## src/rtl/io_input_debounce.sv

```systemverilog
// io_input_debounce: synchronizes and debounces the board switch banks and the
// push key ahead of the I/O input register bank, and emits a one-cycle strobe on
// each debounced key press.
// Optional feature macro: KEY_TOGGLE_EN. When it is defined, in_port2 becomes a
// toggle flop that flips on every key press. When it is undefined, in_port2 is
// the debounced key level.
//
// Timing: when a raw input settles before edge k, its synchronized sample is
// valid after edge k+1. The output group updates on edge k+1+DEBOUNCE_CYCLES.
// The edge on which a new candidate value is first seen counts as the first of
// the DEBOUNCE_CYCLES stable samples. Any change in the sample restarts that
// count. A sample that matches the current output clears the count.
module io_input_debounce #(
    parameter int DEBOUNCE_CYCLES = 16,
    parameter int CNT_W           = 16
) (
    input  logic       io_clk,
    input  logic       reset,
    input  logic [3:0] sw0_raw,
    input  logic [3:0] sw1_raw,
    input  logic       key_raw,
    output logic [3:0] in_port0,
    output logic [3:0] in_port1,
    output logic       in_port2,
    output logic       key_rise
);

    localparam logic [CNT_W-1:0] CNT_ZERO = {CNT_W{1'b0}};
    localparam logic [CNT_W-1:0] CNT_ONE  = CNT_W'(1);
    localparam logic [CNT_W-1:0] LAST_CNT = CNT_W'(DEBOUNCE_CYCLES - 1);

    typedef struct packed {
        logic [3:0]       val;
        logic [CNT_W-1:0] cnt;
    } grp_t;

    // Next state of one 4-bit debounce group. The whole vector is treated as a unit.
    function automatic grp_t grp_next(input logic [3:0]       sample,
                                      input logic [3:0]       prev,
                                      input logic [3:0]       cur,
                                      input logic [CNT_W-1:0] cnt);
        grp_t nxt;
        nxt.val = cur;
        nxt.cnt = CNT_ZERO;
        if (sample == cur) begin
            nxt.cnt = CNT_ZERO;
        end else if (sample != prev) begin
            if (LAST_CNT == CNT_ZERO) begin
                nxt.val = sample;
                nxt.cnt = CNT_ZERO;
            end else begin
                nxt.cnt = CNT_ONE;
            end
        end else if (cnt == LAST_CNT) begin
            nxt.val = sample;
            nxt.cnt = CNT_ZERO;
        end else begin
            nxt.cnt = cnt + CNT_ONE;
        end
        return nxt;
    endfunction

    logic [8:0]       sync1_r;
    logic [8:0]       sync2_r;
    logic [3:0]       sw0_prev_r;
    logic [3:0]       sw0_out_r;
    logic [CNT_W-1:0] sw0_cnt_r;
    logic [3:0]       sw1_prev_r;
    logic [3:0]       sw1_out_r;
    logic [CNT_W-1:0] sw1_cnt_r;
    logic             key_prev_r;
    logic             key_out_r;
    logic [CNT_W-1:0] key_cnt_r;
    logic             key_rise_r;
    grp_t             sw0_nxt_s;
    grp_t             sw1_nxt_s;
    logic             key_out_nxt_s;
    logic [CNT_W-1:0] key_cnt_nxt_s;
    logic             key_press_s;

    // Two-flop synchronizer for all raw inputs: {key, sw1, sw0}.
    always_ff @(posedge io_clk or posedge reset) begin
        if (reset) begin
            sync1_r <= 9'h000;
            sync2_r <= 9'h000;
        end else begin
            sync1_r <= {key_raw, sw1_raw, sw0_raw};
            sync2_r <= sync1_r;
        end
    end

    // Next state of the two switch groups.
    always_comb begin
        sw0_nxt_s = grp_next(sync2_r[3:0], sw0_prev_r, sw0_out_r, sw0_cnt_r);
        sw1_nxt_s = grp_next(sync2_r[7:4], sw1_prev_r, sw1_out_r, sw1_cnt_r);
    end

    // Next state of the 1-bit key group. It follows the same rules as the switch groups.
    always_comb begin
        key_out_nxt_s = key_out_r;
        key_cnt_nxt_s = CNT_ZERO;
        if (sync2_r[8] == key_out_r) begin
            key_cnt_nxt_s = CNT_ZERO;
        end else if (sync2_r[8] != key_prev_r) begin
            if (LAST_CNT == CNT_ZERO) begin
                key_out_nxt_s = sync2_r[8];
                key_cnt_nxt_s = CNT_ZERO;
            end else begin
                key_cnt_nxt_s = CNT_ONE;
            end
        end else if (key_cnt_r == LAST_CNT) begin
            key_out_nxt_s = sync2_r[8];
            key_cnt_nxt_s = CNT_ZERO;
        end else begin
            key_cnt_nxt_s = key_cnt_r + CNT_ONE;
        end
    end

    // A key press is the edge on which the debounced key goes from 0 to 1.
    assign key_press_s = key_out_nxt_s & ~key_out_r;

    // Debounce group state registers and the registered key press strobe.
    always_ff @(posedge io_clk or posedge reset) begin
        if (reset) begin
            sw0_prev_r <= 4'h0;
            sw0_out_r  <= 4'h0;
            sw0_cnt_r  <= CNT_ZERO;
            sw1_prev_r <= 4'h0;
            sw1_out_r  <= 4'h0;
            sw1_cnt_r  <= CNT_ZERO;
            key_prev_r <= 1'b0;
            key_out_r  <= 1'b0;
            key_cnt_r  <= CNT_ZERO;
            key_rise_r <= 1'b0;
        end else begin
            sw0_prev_r <= sync2_r[3:0];
            sw0_out_r  <= sw0_nxt_s.val;
            sw0_cnt_r  <= sw0_nxt_s.cnt;
            sw1_prev_r <= sync2_r[7:4];
            sw1_out_r  <= sw1_nxt_s.val;
            sw1_cnt_r  <= sw1_nxt_s.cnt;
            key_prev_r <= sync2_r[8];
            key_out_r  <= key_out_nxt_s;
            key_cnt_r  <= key_cnt_nxt_s;
            key_rise_r <= key_press_s;
        end
    end

`ifdef KEY_TOGGLE_EN
    logic key_toggle_r;

    // The operation-select bit flips on the same edge that raises key_rise.
    always_ff @(posedge io_clk or posedge reset) begin
        if (reset) begin
            key_toggle_r <= 1'b0;
        end else begin
            key_toggle_r <= key_toggle_r ^ key_press_s;
        end
    end

    assign in_port2 = key_toggle_r;
`else
    assign in_port2 = key_out_r;
`endif

    assign in_port0 = sw0_out_r;
    assign in_port1 = sw1_out_r;
    assign key_rise = key_rise_r;

endmodule

```

## config.mk

```make
export PLATFORM = sky130hd
export DESIGN_NAME = io_input_debounce
export DESIGN_NICKNAME = d
export VERILOG_FILES = /design/src/rtl/io_input_debounce.sv
export SDC_FILE = /design/constraint.sdc
export NUM_CORES = 1
export LEC_CHECK = 0
export CORE_MARGIN = 3
export CORE_UTILIZATION = 30
export CTS_BUF_LIST = sky130_fd_sc_hd__clkbuf_4
export CTS_CLUSTER_SIZE = 20
export DETAILED_ROUTE_END_ITERATION = 10
export GPL_TIMING_DRIVEN = 0
export RECOVER_POWER = 50
export SKIP_CTS_REPAIR_TIMING = 1
export SLEW_MARGIN = 25
export SYNTH_ARGS = -nofsm -noshare
export SYNTH_HDL_FRONTEND = slang
export SYNTH_SLANG_ARGS = --single-unit
export TNS_END_PERCENT = 100
```

## constraint.sdc

```tcl
create_clock -name io_clk -period 4 [get_ports io_clk]
set_clock_uncertainty 0.1 [all_clocks]
set_input_delay 1.2 -clock io_clk [delete_from_list [all_inputs] [get_ports io_clk]]
set_output_delay 1.2 -clock io_clk [all_outputs]
set_load 0.01 [all_outputs]
```

Word-level counts from Yosys, hierarchy flattened
Cells that the tools add are included.
Widths: inputs -> output; s select.
{"block": "word_totals", "in_bits": 11, "reg_bits": 85, "out_inout_bits": 10, "word_cells": 44}
{"block": "op_classes", "bitwise_logic": 6, "reduce_logical": 2, "addsub": 3, "eq_ne": 9, "muxes": 12}
{"op": "$mux 16", "n": 9}
{"op": "$add 16x1->16 const B", "n": 3}
{"op": "$eq 16x4->1 const B", "n": 3}
{"op": "$eq 4x4->1", "n": 2}
{"op": "$ne 4x4->1", "n": 2}
{"op": "$reduce_and 3->1", "n": 2}
{"op": "$not 1->1", "n": 5}
{"op": "$mux 1", "n": 3}
{"op": "$and 1x1->1", "n": 1}
{"op": "$eq 1x1->1", "n": 1}
{"op": "$ne 1x1->1", "n": 1}

Depth between registers and ports, before layout
Gate-level depths: netlist of run 1.
{"block": "depth", "word_depth": 5, "depth_mapped": 6, "mapped_depth_nobuf": 5}

Worst setup path after synthesis of run 1
No wires, ideal clock.
{"block": "synth_timing", "kind": "reg2reg", "from": "reg sync2_r[1]", "to": "reg sw0_out_r[0] (netlist: in_port0[0])", "path_slack_ns": 2.137, "setup_ns": 0.125, "stages_incl_launch_ff": 5, "n_path_buf": 0, "synth_period_minus_slack_ns": 1.863, "t_arrival_ns": 1.638, "required_ns": 3.775, "path_cell_list": "dfrtp_1 > xor2_1 > nor4_1 > nor3b_2 > mux2_2"}
{"block": "synth_via", "elab_chain_cells": 3, "elab_cells_between_ends": 5, "classes_between": "2 x eq/ne; 2 x bitwise; 1 x reduce/logical"}
{"item": "start, declared", "line": "64", "text": "logic [8:0] sync2_r;"}
{"item": "start signal, assigned", "line": "88", "text": "sync2_r <= sync1_r;"}
{"item": "$ne 4x4->1 or $eq 4x4->1 (tied branches)", "line": "47, 45"}
{"item": "$not 1->1 (no line)"}
{"item": "$reduce_and 3->1 (no line) (*)"}
{"item": "end signal, assigned", "line": "137", "text": "sw0_out_r <= sw0_nxt_s.val;"}
{"item": "end, declared", "line": "66", "text": "logic [3:0] sw0_out_r;"}
Every way passes the cells marked *; elsewhere a longest branch is shown, timed or not.
A chain may end at the register's enable or synchronous reset.

==> summary.md, run 1 <==
| Metric | Value |
|---|---|
| Run status | finished, violations left |
| Violations in the final reports | capacitance limit, slew limit |
| Combinational power share | 0.038 |
| Number of placed I/O pins | 21 |
| Max H-tree Level | 3 |
| Final setup violation count | 0 |
| Horizontal die dimension | 116 um |
| Number of max-cap violations | 1 |
| Number of DRC violations after detailed routing | 0 |
| Most frequently used cell type in the post-synthesis netlist | dfrtp_1 |
| Top FF cell, synth | dfrtp_1 |
| Period utilization | 0.693 |
| Internal power consumption | 1.14 mW |
| GR Overflow Total | 0 |
| Headroom to the max-slew limit | -0.382 |
| Maximum fanout count along the critical path | 46 |
| Number of global-route vias before repair | 2441 |
| Clock Sink Count | 85 |
| Instance area at placement | 4020 um2 |
| Crit path cell chain | dlygate4sd3_1 -> clkinvlp_2 |
| Synth Warn # | 0 |
| Worst-case clock buffer depth | 2 |
| Aggregate routed wire length | 6120 um |
| Total number of nets in the final design | 368 |
| Gpl congestion | 0.779 |
| Tightest Hold Check Type | flop to flop |
| Leak Pwr | 1.62 nW |
| Cell accounting for the most synthesized area | dfrtp_1 |
| Drt first-iter violations | 117 |
| Initial antenna violation count | 0 |
| Critical path buffers and inverters | 2 |
| Cell Pwr Density | 353 nW/um2 |
| Clock Power Share | 0.357 |
| Largest net degree at the start of global routing | 47 |
| Number of nets still failing antenna checks after routing | 0 |
| Syn_nets | 336 |
| Crit path kind | primary input to asynchronous set/reset pin |
| Xor and xnor area share after synthesis | 0.131 |
| Routed vias/inst | 4.77 |
| Area share of the largest cell type after synthesis | 0.588 |
| Top cells by instance count after synthesis | 85 x dfrtp_1, 46 x nor2_1, 31 x xnor2_1 |
| Simple logic cell fraction of the synthesized area | 0.200 |
| Share of cells above drive strength 1 | 0.0894 |
| Share of total power in sequential cells | 0.605 |
| Die height | 116 um |
| Net switching power figure | 0.328 mW |
| Global-route wire length before repair | 11200 um |
| Post-layout utilization of the core | 0.358 |
| Final Max Tran Viols | 46 |
| Largest delay share family, worst path | buffers and inverters |
| Clock tree from TritonCTS | done |
| Peak supply drop | 0.229 mV |
| Worst-Margin Slew | 2060 ps |
| Data arrival time of the critical path | 2950 ps |
| Adder and majority cell fraction of the synthesized area | 0.0104 |
| Register bit total from synthesis | 85 |
| Number of buffers created by CTS | 9 |
| Detailed-router iteration count before antenna repair | 4 |
| Site Rows | 39 |
| Number of standard cells after synthesis | 322 |
| Min Tclk post-route | 2770 ps |
| Number of input and output port buffers inserted | 20 |
| Layout overhead on the synthesized area | 15.1% |
| RSZ-0062 raised after global routing | no |
| R2R cell count | 4 |
| Library cells used by synthesis | 33 |
| Post-detail-place hpwl | 4280 um |
| Average footprint of a synthesized cell | 11.2 um2 |
| CP required | 4170 ps |
| Skew-Pair Late Insertion Delay | 450 ps |
| Antenna diode count | 0 |
| Synthesized-area fraction occupied by ao, oa, aoi and oai cells | 0.0260 |
| Endpoints failing hold | 0 |
| Cell area after layout | 4160 um2 |
| CTS root buf | clkbuf_4 |
| Leading cell types by total area after synthesis | dfrtp_1 59%, xnor2_1 7.5%, xor2_1 5.6%, nor2_1 4.8%, nor4_1 3.8% |
| Fraction of the yosys area taken by sequential cells | 0.588 |
| Worst path slowest cell | clkinvlp_2 |
| Starting utilization of the core area | 0.311 |
| Number of enable flip-flop cells after synthesis | 0 |
| Final-layout worst hold slack | 261 ps |
| Die Outline Area | 13400 um2 |
| Dominant combinational cell family by area after synthesis | simple AND/OR/NAND/NOR gates |
| DR vias | 2389 |
| Total number of cells along the worst setup path | 2 |
| Post-synth ARST share | 1.00 |
| Post-detailed-route wirelength per cell | 12.2 um |
| Highest cell delay on the worst timing path | 1190 ps |
| Nature of the critical path endpoint | asynchronous set/reset pin |
| Mux cell area share after synthesis | 0.0249 |
| Netlist area before placement | 3620 um2 |
| Crit start category | primary input |
| Number of instances on the worst hold path | 0 |
| Placeable core region | 11600 um2 |
| Total global-route track usage | 0.104 |
| Fraction of power spent switching nets | 0.223 |
| Clock-pin slew on the worst setup and hold paths | 120 ps |
| Maximum operating frequency | 361 MHz |
==> worst reg2reg max path, stage by stage, from the launching register on <==
cell and delay, ps:
dfrtp_1 430, xor2_1 170, nor4_1 510, nor3b_2 450, mux2_2 380
==> flip-flops by register name (all words and copies together) (netlist names), 9 cells and up <==
| name | cells |
|---|---|
| sync2_r | 9 |
| key_cnt_r | 16 |
| sw1_cnt_r | 16 |
| sw0_cnt_r | 16 |
| sync1_r | 9 |
==> per-stage QoR <==
stage / std cells / TNS (ps) / setup slack [ps] / power, mW
finish: 501 / 0 / 1230 / 1.47
global route: 501 / 0 / 906 / 1.54
CTS: 501 / 0 / 1210 / 1.49
detailed placement: 486 / 0 / 1590 / 0.967
global placement: 485 / -69460 / -822 / 0.963
floorplan: 322 / 0 / 507 / 0.941
==> routing by layer <==
metal	part of all wire	track usage	wire length, um	vias to the layer above
li1	-	-	-	1165
met1	0.48	0.136	2910	1171
met2	0.45	0.156	2760	40
met3	0.041	0.0298	251	13
met4	0.033	0.0557	199	0
met5	0	0	0	-
==> final timing paths <==
kind	start	to	slack (ps)
min in group asynchronous	reset	sw0_cnt_r[5]$_DFF_PP0_	1630
setup / recovery	reset	key_cnt_r[10]$_DFF_PP0_	1230
hold / removal	sync1_r[4]$_DFF_PP0_	sync2_r[4]$_DFF_PP0_	260
hold reg to reg	sync1_r[4]$_DFF_PP0_	sync2_r[4]$_DFF_PP0_	260
max in group io_clk	in_port1[0]$_DFFE_PP0P_	in_port1[0]	1250
setup reg to reg	sync2_r[5]$_DFF_PP0_	in_port1[2]$_DFFE_PP0P_	1860
==> cell usage in the layout, fill, tap and decap left out, types with 3 or more instances in the layout <==
master and instances:
mux2_2 8, ha_1 3, and3_1 4, nor3_1 11, dfrtp_1 85, clkdlybuf4s50_1 10, xnor2_1 31, a21oi_1 7
nand3_1 16, nor2_1 46, nand2_1 10, o21ai_0 4, clkinv_1 3, inv_1 14, clkbuf_4 9, nor4_1 22
dlygate4sd3_1 10, nand2b_1 3, nand3b_1 3, xor2_1 23, nand4_1 10
==> power by group through the flow <==
stage               combinational, mW  sequential [mW]  clock (mW)
CTS                            0.0610            0.890       0.540
global placement               0.0574            0.906           0
finish                         0.0565            0.889       0.525
floorplan                      0.0373            0.903           0
global route                   0.0655            0.893       0.578
detailed placement             0.0607            0.906           0
==> cell families (layout without fill, tap and decap cells) <==
group                    Yosys count  after routing
AO/OA/AOI/OAI                     16             16
XOR/XNOR                          54             54
flip-flops                        85             85
multiplexers                       8              8
AND/OR/NAND/NOR                  138            138
adder cells (fa/ha/maj)            3              3
buffers and inverters             18             54
==> cell type report <==
type | count | area [um2]
timing repair buffer | 21 | 220
multi-input combinational | 219 | 1420
fill | 1148 | 7450
buffer | 3 | 13.8
clock buffer | 9 | 67.6
sequential | 85 | 2130
tap | 143 | 179
inverter | 15 | 57.6
clock inverter | 6 | 78.8
Note: power is estimated with default switching activity, not from simulation.
==> run 2: changes to the inputs <==
- clock period: 4 -> 2.9 ns (I/O delays scaled with it)
==> run 2 against run 1 <==
  * Combinational power grew 49%
  * Cell area is 0.39% higher
  * Non-clock buffer count grew 2
  * Register-to-register slack lost 1100 ps
  * Final cell count is 0.60% higher
  * The flow now finishes without violations
  * Global-route usage about the same
  * Sequential share of layout area shrank 0.20 points
  * Flip-flop and latch count unchanged
  * Hold slack improved by 4.7 ps
  * Wire length increased by 1.4%
  * Via count decreased by 0.21%
  * Largest power group unchanged
==> summary.md, run 2 (synthesis gave the netlist of run 1 again) <==
| Metric | Value |
|---|---|
| Antenna diode count | 0 |
| Starting utilization of the core area | 0.311 |
| Number of input and output port buffers inserted | 20 |
| Leading cell types in the layout, fill and taps excluded | 85 x dfrtp_1, 46 x nor2_1, 31 x xnor2_1 |
| Number of placed I/O pins | 21 |
| Die height | 116 um |
| Detailed-router iteration count before antenna repair | 6 |
| Number of buffers created by CTS | 9 |
| Crit path kind | flop to output pin |
| Run status | complete, no violations |
| Aggregate routed wire length | 6200 um |
| Final Max Tran Viols | 0 |
| Endpoints failing hold | 0 |
| Site Rows | 39 |
| Max H-tree Level | 3 |
| CTS root buf | clkbuf_4 |
| Instance area at placement | 4070 um2 |
| Final-layout worst hold slack | 266 ps |
| Worst path slowest cell | clkdlybuf4s50_1 |
| Largest delay share family, worst path | buffers and inverters |
| Maximum fanout count along the critical path | 3 |
| Largest net degree at the start of global routing | 27 |
| Post-layout utilization of the core | 0.360 |
| Data arrival time of the critical path | 1470 ps |
| Critical path buffers and inverters | 1 |
| GR Overflow Total | 0 |
| Post-Route Setup TNS | 0 ps |
| Final setup violation count | 0 |
| Cell Pwr Density | 460 nW/um2 |
| Crit path cell chain | clkdlybuf4s50_1 |
| Number of DRC violations after detailed routing | 0 |
| Skew-Pair Late Insertion Delay | 440 ps |
| Nature of the critical path endpoint | output pin |
| Tightest Hold Check Type | flop to flop |
| DR vias | 2384 |
| Clock tree from TritonCTS | done |
| Headroom to the max-slew limit | 0.501 |
| Clock-pin slew on the worst setup and hold paths | 140 ps |
| Horizontal die dimension | 116 um |
| Post-detailed-route wirelength per cell | 12.3 um |
| Overall power of the completed layout | 1.92 mW |
| Highest cell delay on the worst timing path | 600 ps |
| Worst-Margin Slew | 744 ps |
| Min Tclk post-route | 2440 ps |
| Initial antenna violation count | 0 |
| Total number of nets in the final design | 370 |
| Cell area after layout | 4180 um2 |
| Placeable core region | 11600 um2 |
| Worst-case clock buffer depth | 2 |
| Number of global-route vias before repair | 2327 |
| Peak supply drop | 0.272 mV |
| Drt first-iter violations | 129 |
| Number of max-cap violations | 0 |
| Routed vias/inst | 4.73 |
| Die Outline Area | 13400 um2 |
| Crit start category | flop |
| Total global-route track usage | 0.103 |
| Largest registers | key_cnt_r x16, sw0_cnt_r x16, sw1_cnt_r x16 |
| Post-detail-place hpwl | 4370 um |
| RSZ-0062 raised after global routing | no |
| Commonest non-fill, non-tap cell in the layout | dfrtp_1 |
| Maximum operating frequency | 410 MHz |
| Global-route wire length before repair | 11100 um |
| Layout overhead on the synthesized area | 15.6% |
| Gpl congestion | 0.786 |
| Period utilization | 0.842 |
| CP required | 1930 ps |
| Number of nets still failing antenna checks after routing | 0 |
| Clock Sink Count | 85 |
| Share of cells above drive strength 1 | 0.105 |
| Leak Pwr | 1.63 nW |
-- run 2: through the flow --
stage | instances | setup WS (ps)
2_1_floorplan | 322 | 950
3_3_place_gp | 485 | 7.50
3_5_place_dp | 488 | 756
4_1_cts | 504 | 421
5_1_grt | 504 | 374
6_report | 504 | 459
-- run 2: final cells by class --
class	count	area [um2]
repair buffers	23	260
fillers	1142	7430
flip-flops and latches	85	2130
inverters	15	57.6
well taps	143	179
clock inverters	7	55.1
plain buffers	3	13.8
multi-input cells	219	1420
clock buffers	9	67.6
-- run 2: path summary, 6_finish.rpt --
| kind | startpoint | end | slack (ps) | cells past startpoint |
|---|---|---|---|---|
| max | in_port1[0]$_DFFE_PP0P_ | in_port1[0] | 460 | 1 |
| max in group asynchronous | reset | sync1_r[5]$_DFF_PP0_ | 640 | 4 |
| min reg2reg | sync1_r[1]$_DFF_PP0_ | sync2_r[1]$_DFF_PP0_ | 270 | 0 |
| min in group asynchronous | reset | sw0_cnt_r[6]$_DFF_PP0_ | 840 | 2 |
| min | sync1_r[1]$_DFF_PP0_ | sync2_r[1]$_DFF_PP0_ | 270 | 0 |
| max reg2reg | sync2_r[4]$_DFF_PP0_ | in_port1[3]$_DFFE_PP0P_ | 760 | 4 |
-- run 2: report_power, final --
| part | switching, mW | leakage [nW] | internal [mW] |
|---|---|---|---|
| registers | 0.0178 | 1.11 | 1.21 |
| logic | 0.0488 | 0.455 | 0.0353 |
| clock network | 0.426 | 0.0633 | 0.185 |
| total | 0.493 | 1.63 | 1.43 |
-- run 2: routing by layer --
metal | share of wire | GRT usage | wire length, um | vias up
met1 | 0.47 | 0.140 | 2940 | 1153
met3 | 0.042 | 0.0303 | 263 | 13
met5 | 0 | 0 | 0 | -
met2 | 0.47 | 0.153 | 2890 | 36
met4 | 0.018 | 0.0480 | 110 | 0
li1 | - | - | - | 1182
==> run 3: changes to the inputs <==
- clock period: 2.9 -> 2.55 ns (I/O delays scaled with it)
==> run 3 against run 2 <==
  * Largest cell class unchanged
  * Non-clock buffer count is the same
  * First-iteration DRC count grew 15%
  * Sequential share of layout area grew 0.28 points
  * Wire length grew 0.11%
  * Sequential power grew 14%
  * Register-to-register slack lost 340 ps
  * Die area is the same
  * Global-route usage is the same
  * Count of clock-buffer cells in the layout is the same
  * Power grew 13%
  * Largest power group unchanged
  * Clock power grew 14%
==> summary.md, run 3 (synthesis gave the netlist of run 1 again) <==
| Metric | Value |
|---|---|
| Run status | complete, no violations |
| Cell Pwr Density | 525 nW/um2 |
| Max H-tree Level | 3 |
| Skew-Pair Late Insertion Delay | 440 ps |
| Leading cell types in the layout, fill and taps excluded | 85 x dfrtp_1, 46 x nor2_1, 31 x xnor2_1 |
| Critical path buffers and inverters | 1 |
| Number of placed I/O pins | 21 |
| Placeable core region | 11600 um2 |
| Maximum operating frequency | 428 MHz |
| Number of max-cap violations | 0 |
| Share of cells above drive strength 1 | 0.105 |
| Final setup violation count | 0 |
| Global-route wire length before repair | 11100 um |
| Leak Pwr | 1.62 nW |
| Drt first-iter violations | 148 |
| Worst-Margin Slew | 691 ps |
| Maximum fanout count along the critical path | 3 |
| Die Outline Area | 13400 um2 |
| Crit start category | flop |
| Largest net degree at the start of global routing | 27 |
| Total global-route track usage | 0.103 |
| Clock tree from TritonCTS | done |
| Aggregate routed wire length | 6210 um |
| Layout overhead on the synthesized area | 14.9% |
| GR met3 Demand/Resource | 0.0303 |
| Instance area at placement | 4070 um2 |
| Largest registers | key_cnt_r x16, sw0_cnt_r x16, sw1_cnt_r x16 |
| Site Rows | 39 |
| Clock-pin slew on the worst setup and hold paths | 140 ps |
| Setup slack of the most critical reg-to-reg path | 420 ps |
| Startpoint of the worst setup timing path | in_port1[0]$_DFFE_PP0P_ |
| Number of input and output port buffers inserted | 20 |
| Worst-case clock buffer depth | 2 |
| Nature of the critical path endpoint | output pin |
| Headroom to the max-slew limit | 0.539 |
| GR Overflow Total | 0 |
| Die height | 116 um |
| R2R cell count | 4 |
| Number of nets still failing antenna checks after routing | 0 |
| Initial antenna violation count | 0 |
| Antenna diode count | 0 |
| Number of global-route vias before repair | 2327 |
| Busiest grt layer | met2 |
| Met1 usage in global routing | 0.140 |
| Post-detail-place hpwl | 4370 um |
| Commonest non-fill, non-tap cell in the layout | dfrtp_1 |
| FILL cells | 1144 |
| Endpoint of the worst-slack reg-to-reg timing path | in_port1[3]$_DFFE_PP0P_ |
| Worst Min Path Start | sync1_r[1]$_DFF_PP0_ |
| Detailed-router iteration count before antenna repair | 6 |
| DR vias | 2382 |
| Post-Route Setup TNS | 0 ps |
| Largest delay share family, worst path | buffers and inverters |
| RSZ-0062 raised after global routing | no |
| Highest cell delay on the worst timing path | 600 ps |
| Final Max Tran Viols | 0 |
| Period utilization | 0.916 |
| Total number of cells along the worst setup path | 1 |
| Clock Sink Count | 85 |
| Worst path slowest cell | clkdlybuf4s50_1 |
| Endpoints failing hold | 0 |
| Total number of nets in the final design | 370 |
| Gpl congestion | 0.786 |
| Horizontal die dimension | 116 um |
| Tightest Hold Check Type | flop to flop |
| Crit path cell chain | clkdlybuf4s50_1 |
| CTS root buf | clkbuf_4 |
| Crit path kind | flop to output pin |
| R2r startpoint | sync2_r[4]$_DFF_PP0_ |
| Peak supply drop | 0.309 mV |
| GR Layer Usage met2 | 0.153 |
| End point of the critical path | in_port1[0] |
| Routed vias/inst | 4.73 |
| Number of buffers created by CTS | 9 |
| Cell area after layout | 4160 um2 |
| Min Tclk post-route | 2330 ps |
| CP required | 1690 ps |
| Number of DRC violations after detailed routing | 0 |
| Data arrival time of the critical path | 1470 ps |
| Post-detailed-route wirelength per cell | 12.3 um |
| Starting utilization of the core area | 0.311 |
run 3: cell count changes in the layout (fill, tap and decap cells not counted):
cell / delta
and2_1: +1
clkbuf_2: +1
buf_16: -1
and2_0: -1
run 3: worst min path at each step:
stage	endpoint	slack, ps	cells after the start
floorplan	sync2_r[0]$_DFF_PP0_	230	0
global placement	sync2_r[0]$_DFF_PP0_	230	0
detailed placement	sync2_r[0]$_DFF_PP0_	240	0
CTS	sync2_r[1]$_DFF_PP0_	270	0
global route	sync2_r[1]$_DFF_PP0_	270	0
finish	sync2_r[1]$_DFF_PP0_	270	0
run 3: cell type report:
cell class / instances / area, um2 / share of cell area
Sequential cell: 85 / 2130 / 0.512
Multi-Input combinational cell: 219 / 1420 / 0.341
Timing Repair Buffer: 23 / 238 / 0.0572
Tap cell: 143 / 179 / 0.0430
Clock buffer: 9 / 67.6 / 0.0163
Inverter: 15 / 57.6 / 0.0138
Clock inverter: 7 / 55.1 / 0.0132
Buffer: 3 / 13.8 / 0.00331
run 3: metrics by stage:
stage	std cells	setup WS, ps	hold slack [ps]	utilization	power (mW)
2_1_floorplan	322	687	231	-	1.48
3_3_place_gp	485	-237	233	0.344	1.51
3_5_place_dp	488	406	236	0.351	1.53
4_1_cts	504	176	270	0.361	2.24
5_1_grt	504	129	273	0.358	2.29
6_report	504	215	266	0.358	2.18
run 3: layer usage:
metal / part of all wire / up-vias
li1: - / 1182
met1: 0.47 / 1148
met2: 0.46 / 38
met3: 0.044 / 14
met4: 0.019 / 0
met5: 0 / -
run 3: power breakdown:
part,total [mW],internal (mW),switching [mW]
clock network,0.695,0.210,0.485
registers,1.40,1.38,0.0203
logic,0.0908,0.0363,0.0545
